$ cat src/rtl/reg_file_pkg.sv
// Shared register-file constants, also consumed by the ALU and the decoder.
// x0 is hard-wired to zero and is addressed by REG_ZERO.
package reg_file_pkg;

  localparam int unsigned XLEN     = 32;
  localparam int unsigned ADDR_W   = 5;
  localparam int unsigned NUM_REGS = 2 ** ADDR_W;
  localparam int unsigned REG_ZERO = 0;

  typedef logic [XLEN-1:0]   word_t;
  typedef logic [ADDR_W-1:0] reg_idx_t;

  // A write only lands when enabled and not aimed at x0.
  function automatic logic is_reg_write(input logic we, input logic is_zero_idx);
    return we && !is_zero_idx;
  endfunction

endpackage

$ cat src/rtl/reg_file_read_port.sv
// One combinational read port: index decode, x0 forcing and, when
// REG_FILE_BYPASS_EN is defined, write-through forwarding of the pending write.
module reg_file_read_port #(
  parameter int unsigned XLEN   = reg_file_pkg::XLEN,
  parameter int unsigned ADDR_W = reg_file_pkg::ADDR_W
) (
  input  logic [ADDR_W-1:0]                 rs,
  input  logic [(2**ADDR_W)-1:0][XLEN-1:0]  regs,
`ifdef REG_FILE_BYPASS_EN
  input  logic                              reset,
  input  logic                              we,
  input  logic [ADDR_W-1:0]                 rd,
  input  logic [XLEN-1:0]                   wd,
`endif
  output logic [XLEN-1:0]                   rdata
);

  import reg_file_pkg::*;

  logic rs_is_zero;

  assign rs_is_zero = (rs == ADDR_W'(REG_ZERO));

`ifdef REG_FILE_BYPASS_EN
  logic fwd_hit;

  // Forwarding is suppressed under reset so the ports read the cleared file.
  assign fwd_hit = !reset && is_reg_write(we, rd == ADDR_W'(REG_ZERO)) && (rs == rd);
`endif

  // NOTE: every always_comb output gets a default first so no latch is inferred.
  always_comb begin
    rdata = regs[rs];
`ifdef REG_FILE_BYPASS_EN
    if (fwd_hit) rdata = wd;
`endif
    if (rs_is_zero) rdata = '0;
  end

endmodule

$ cat src/rtl/reg_file.sv
// Integer register file: 2**ADDR_W x XLEN, two combinational read ports, one
// synchronous write port, x0 reads zero. Define REG_FILE_BYPASS_EN for write-through.
module reg_file #(
  parameter int unsigned XLEN   = reg_file_pkg::XLEN,
  parameter int unsigned ADDR_W = reg_file_pkg::ADDR_W
) (
  input  logic              clk,
  input  logic              reset,
  input  logic              we,
  input  logic [ADDR_W-1:0] rd,
  input  logic [XLEN-1:0]   wd,
  input  logic [ADDR_W-1:0] rs1,
  input  logic [ADDR_W-1:0] rs2,
  output logic [XLEN-1:0]   rd1,
  output logic [XLEN-1:0]   rd2
);

  import reg_file_pkg::*;

  localparam int unsigned NREGS = 2 ** ADDR_W;

  logic [NREGS-1:0][XLEN-1:0] regs;
  logic                       wr_en;

  assign wr_en = is_reg_write(we, rd == ADDR_W'(REG_ZERO));

  // NOTE: the storage array is reset deliberately; the whole file must read
  // zero after reset, and reset wins over a write on the same edge.
  always_ff @(posedge clk) begin
    if (reset) begin
      regs <= '0;
    end else if (wr_en) begin
      regs[rd] <= wd;
    end
  end

  reg_file_read_port #(
    .XLEN   (XLEN),
    .ADDR_W (ADDR_W)
  ) u_port1 (
    .rs    (rs1),
    .regs  (regs),
`ifdef REG_FILE_BYPASS_EN
    .reset (reset),
    .we    (we),
    .rd    (rd),
    .wd    (wd),
`endif
    .rdata (rd1)
  );

  reg_file_read_port #(
    .XLEN   (XLEN),
    .ADDR_W (ADDR_W)
  ) u_port2 (
    .rs    (rs2),
    .regs  (regs),
`ifdef REG_FILE_BYPASS_EN
    .reset (reset),
    .we    (we),
    .rd    (rd),
    .wd    (wd),
`endif
    .rdata (rd2)
  );

endmodule

$ cat config.mk
export PLATFORM = sky130hd
export DESIGN_NAME = reg_file
export DESIGN_NICKNAME = d
export VERILOG_FILES = /design/src/rtl/reg_file_pkg.sv /design/src/rtl/reg_file_read_port.sv /design/src/rtl/reg_file.sv
export SDC_FILE = /design/constraint.sdc
export NUM_CORES = 2
export LEC_CHECK = 0
export CAP_MARGIN = 0
export CORE_UTILIZATION = 40
export CTS_CLUSTER_SIZE = 28
export DETAILED_ROUTE_END_ITERATION = 10
export SLEW_MARGIN = 5
export SYNTH_ARGS = -nofsm -noshare
export SYNTH_HDL_FRONTEND = slang
export SYNTH_SLANG_ARGS = --single-unit
$ cat constraint.sdc
create_clock -name clk -period 3.6 [get_ports clk]
set_input_delay 0.36 -clock clk [delete_from_list [all_inputs] [get_ports clk]]
set_output_delay 0.36 -clock clk [all_outputs]
set_load 0.005 [all_outputs]
== Word level (Yosys, flattened, before mapping) ==
Index checks and enable logic that the tools add are counted.

* Magnitude comparators: 4
* Mux-type cells: 9
* Reduce and logical (&&, ||, !) cells: 6

{| class="wikitable"
|+ Operators by type and width
! cell !! count
|-
| bitwise mux 1024 bit || 1
|-
| binary-select mux 32 bit (select 5 bit) || 2
|-
| demux 32 bit (select 5 bit) || 1
|-
| 2-to-1 mux 32 bit || 5
|-
| < comparator 5 x 6 -> 1 bit (second input constant) || 3
|-
| logical NOT 5 bit || 3
|-
| >= comparator 5 x 1 -> 1 bit (second input constant) || 1
|-
| logical AND 1 bit || 2
|-
| logical NOT 1 bit || 1
|}

* Register bits after elaboration: 1024
* Output and inout bits: 64
* Logic and storage cells: 51

== Longest topological paths before layout ==
* Depth in word-level cells: 5
* Mapped depth: 9
* Mapped depth without buffers: 4

== Hierarchy ==
A second synthesis with hierarchy kept.

* Cell total of the unflattened synthesis: 4760
* Area total of the unflattened synthesis: 55773.5 µm²

{| class="wikitable"
|+ By module, submodules not included
! module !! instances !! cells an instance !! area each (µm²)
|-
| reg_file || 1 || 3432 || 39037.4
|-
| reg_file_read_port || 2 || 664 || 8368.0
|}

== Worst setup path after synthesis ==
No wires, ideal clock.

* Kind: input-to-output
* Start point: input port rs1[0]
* End point: output port rd1[15]
* Arrival time: 1.782 ns
* Required time: 3.240 ns
* Path slack: 1.458 ns
* Cell stages on the path: 7
* Path through: buf_6 -> buf_12 -> buf_12 -> buf_2 -> mux4_2 -> o21ai_1 -> a31oi_1

* Word-level cells in the longest chain between the ends: 3
* Elaborated cells on any way between the ends: 4

{| class="wikitable"
|+ RTL lines
! what !! RTL line !! RTL
|-
| from (decl) || reg_file.sv:12 || <nowiki>input logic [ADDR_W-1:0] rs1,</nowiki>
|-
| binary-select mux 32 bit (select 5 bit) || reg_file_read_port.sv:33 || <nowiki>rdata = regs[rs];</nowiki>
|-
| 2-to-1 mux 32 bit (implied by the code) || reg_file_read_port.sv:33 ||
|-
| 2-to-1 mux 32 bit * || reg_file_read_port.sv:37 || <nowiki>if (rs_is_zero) rdata = '0;</nowiki>
|-
| to (decl) || reg_file.sv:14 || <nowiki>output logic [XLEN-1:0] rd1,</nowiki>
|}

Mark *: on every way between the ends. The rest lies on a longest branch, timed or not. The select of a mux whose other input is x is not followed.

== Worst setup path in the final report ==
* Start point: input port rs2[2]
* End point: output port rd2[10]

* Word-level cells in the longest chain between the ends: 3
* Elaborated cells on any way between the ends: 4

{| class="wikitable"
|+ RTL lines
! what !! RTL line !! RTL
|-
| from (decl) || reg_file.sv:13 || <nowiki>input logic [ADDR_W-1:0] rs2,</nowiki>
|-
| binary-select mux 32 bit (select 5 bit) || reg_file_read_port.sv:33 ||
|-
| 2-to-1 mux 32 bit (implied by the code) || reg_file_read_port.sv:33 ||
|-
| 2-to-1 mux 32 bit * || reg_file_read_port.sv:37 ||
|-
| to (decl) || reg_file.sv:15 || <nowiki>output logic [XLEN-1:0] rd2</nowiki>
|}

Marks and branches as above.

==> metrics.md <==
| Metric | Value |
|---|---|
| Synth Flop Type | dfxtp_1 |
| Worst-path fanout max | between 50 and 60 |
| Critical path type | in -> out |
| IO buf count | between 100 and 150 |
| Detailed Route WL | approximately 210,000 um |
| Final net count | between 5k and 6k |
| Die Y | approximately 360 um |
| Fraction of layout cells with a size suffix above 1 | between 10% and 20% |
| Die area | around 130,000 um2 |
| Hold Vio Cnt, Final | 0 |
| Power share of the clock group | 45.7% |
| #FFs+latches synth | slightly above 1k |
| Worst vdd ir | approximately 0.36 mV |
| Post-Syn Nets | 5,880 |
| GRT overflow | 0 |
| Critical path arrival | approximately 3.2 ns |
| # setup viols final | 0 |
| Area after DPL | 55,660 um2 |
| Syn avg cell area | 8.877 um2 |
| Max frequency | 282.3 MHz |
| Syn Inst Count | 5,830 |
| Sequential area share after synthesis | 39.61% |
| Post-synth ARST share | 0% |
| Max FFs per register | a little over 1k |
| Detail Placement HPWL | approximately 130,000 um |
| Status | completed |
| H-tree Lvls | 3 |
| CTS tree | yes |
| Fin util | a little under half |
| Max-slew violation count | 0 |
| Gr usage total | between 30% and 40% |
| Worst skew pair latency | between 0.7 and 0.8 ns |
| Crit path launch type | input port |
| Post-Syn Area | slightly above 50,000 um2 |
| 1st-iter DRT viols | between 6k and 7k |
| First-pass GRT wire length | just over 300,000 um |
| Setup TNS Final | 0 ns |
| Minimum clock period after layout | 3.542 ns |
| RSZ-0062 raised after global routing | false |
| # fillers | 12.08k |
| Logic pwr share | a little under a tenth |
| Min setup slack post-route | between 0.05 and 0.06 ns |
| Synth unique cells | 38 |
| Top reg by flops | regs |
| Vias per Instance | 6.305 |
| Reg-to-reg slack, setup | 2.89 ns |
| Net Switching | approximately 6.6 mW |
| Detailed-route via count | approximately 48k |
| Seq pwr share | 44.7% |
| Area grow syn2layout | 14.70% |
| EDFF count, synth | 0 |
| Pre-CTS WS | -0.06368 ns |
| ANT nets after route | 0 |
| Sw frac | between 20% and 30% |
| Num CTS Buffers | about 110 |
| CTS Buffer Depth | 3 |
| Static leakage | between 15 and 20 nW |
| Clk_skew | 0 ns |
| DR pass1 iterations | 8 |
| Core area | 128,000 um2 |
| Worst slew pin tran | around 1.4 ns |
| Pwr Density | 432.6 nW/um2 |
| Sink Count | roughly 1.0k |
| Critical Path RT | roughly 3.2 ns |
| Total power | ~26 mW |
| Drc violations | 0 |
| Die width | between 300 and 400 um |
| Final Cell Area | about 59,000 um2 |
| Number of global-route vias before repair | roughly 44k |
| GP Congestion | a little over 0.9 |
| R2r worst-path depth | 2 |
| Initial core utilization | approximately 40% |
| Avg WL per Cell | roughly 28 um |
| Internal power | 19.09 mW |
| Hold Crit Class | in -> reg |
| Period Utilization, post-route | 98.40% |
| # rows | roughly 130 |
| Initial antenna violation count | 11 |
| Pin count of the biggest net entering global routing | roughly 120 |
| Hold Crit Depth | 2 |
| Clk root buf | clkbuf_16 |
| IO Pins | between 100 and 150 |
| Clk slew on worst S/H paths | ~0.060 ns |
| Yosys Warn Count | 0 |
| Setup crit end kind | output port |
| Max-cap violations | 0 |
| Largest regs | regs (1024) |
| Slew margin rel. | ~8.5% |
## stage by stage
step | hold WS (ns) | cells
after floorplan | 0.4429 | 5830
after global placement | 0.4504 | 7345
after detailed placement | 0.4581 | 7345
after CTS | 0.1625 | 7539
after global routing | 0.1852 | 7540
final | 0.1177 | 7544
## power groups by stage
stage	registers (mW)	clock network, mW	logic (mW)
floorplan	11.7	0	1.34
global placement	11.7	0	2.37
detailed placement	11.7	0	2.38
CTS	11.5	11.8	2.39
global route	11.5	12.2	2.52
finish	11.5	11.7	2.46
## cell usage in the layout, fill, tap and decap left out, types with 25 or more instances in the layout
cell,instances
a211oi_1,32
a21oi_1,992
a221o_1,32
a221oi_1,45
a22oi_1,64
a311oi_1,28
a31oi_1,32
buf_12,82
buf_4,214
clkbuf_1,25
clkbuf_16,111
clkbuf_8,26
clkdlybuf4s50_1,102
dfxtp_1,1024
mux2_2,32
mux2i_1,192
mux4_2,448
nand2_1,2023
nand2_2,31
nor2b_1,66
o21ai_0,57
## synthesized netlist by cell type, types with 7 or more instances
library cell / count / area [um2]
mux4_2: 448 / 10090
a22oi_1: 64 / 480.5
a211oi_1: 32 / 240.2
buf_4: 55 / 412.9
o21ai_0: 57 / 285.3
o21ai_1: 20 / 100.1
and2_0: 7 / 43.79
nor2b_1: 71 / 444.2
buf_2: 109 / 545.5
a221oi_1: 45 / 394.1
nor2_1: 20 / 75.07
a31oi_1: 32 / 200.2
mux2_2: 32 / 360.4
clkbuf_1: 343 / 1287
a311oi_1: 32 / 280.3
mux2i_1: 192 / 1922
nand2_1: 2054 / 7710
buf_1: 90 / 337.8
dfxtp_1: 1024 / 20500
and2_1: 11 / 68.82
a221o_1: 32 / 320.3
o2111ai_1: 19 / 166.4
a21oi_1: 992 / 4965
buf_6: 18 / 202.7
## routing by layer
metal	routed length [um]	GRT usage, %	vias to the layer above
li1	-	-	20220
met1	81330	42.17	23350
met2	93290	47.74	3274
met3	26420	8.268	719
met4	11650	16.20	12
met5	77	0	-
## final cells by class
cell class / count / area [um2] / area share, %
Multi-Input combinational cell: 4182 / 28640 / 48.24
Sequential cell: 1024 / 20500 / 34.53
Timing Repair Buffer: 408 / 4375 / 7.371
Clock buffer: 162 / 3229 / 5.440
Tap cell: 1729 / 2163 / 3.644
Clock inverter: 32 / 435.4 / 0.7335
Antenna cell: 5 / 12.51 / 0.02108
Inverter: 2 / 11.26 / 0.01897
## path summary, 6_finish.rpt
check | start | endpoint
setup / recovery | rs2[2] | rd2[10]
hold / removal | reset | regs[747]
setup reg to reg | regs[58] | regs[58]
hold reg to reg | regs[54] | regs[54]
## what timing repair did
| item | CTS | global route |
|---|---|---|
| endpoints found under the setup margin | 4 | 1 |
| setup buffers | 0 | 0 |
| resized for setup | 4 | 1 |
| hold buffers | 0 | 0 |
## cells by family after synthesis
logic type | Yosys count | synth area share, %
buf+inv | 624 | 5.645
simple gates | 2185 | 16.48
flops | 1024 | 39.61
mux | 672 | 23.91
compound gates | 1325 | 14.36
## critical path, cell delays in order
cell,delay (ns)
buf_8,0.42
buf_12,0.25
buf_12,0.16
mux2i_1,0.08
nand2_1,0.09
o2111ai_1,0.27
a311oi_1,0.76
clkdlybuf4s50_1,0.64
Note: power is estimated with default switching activity, not from simulation.
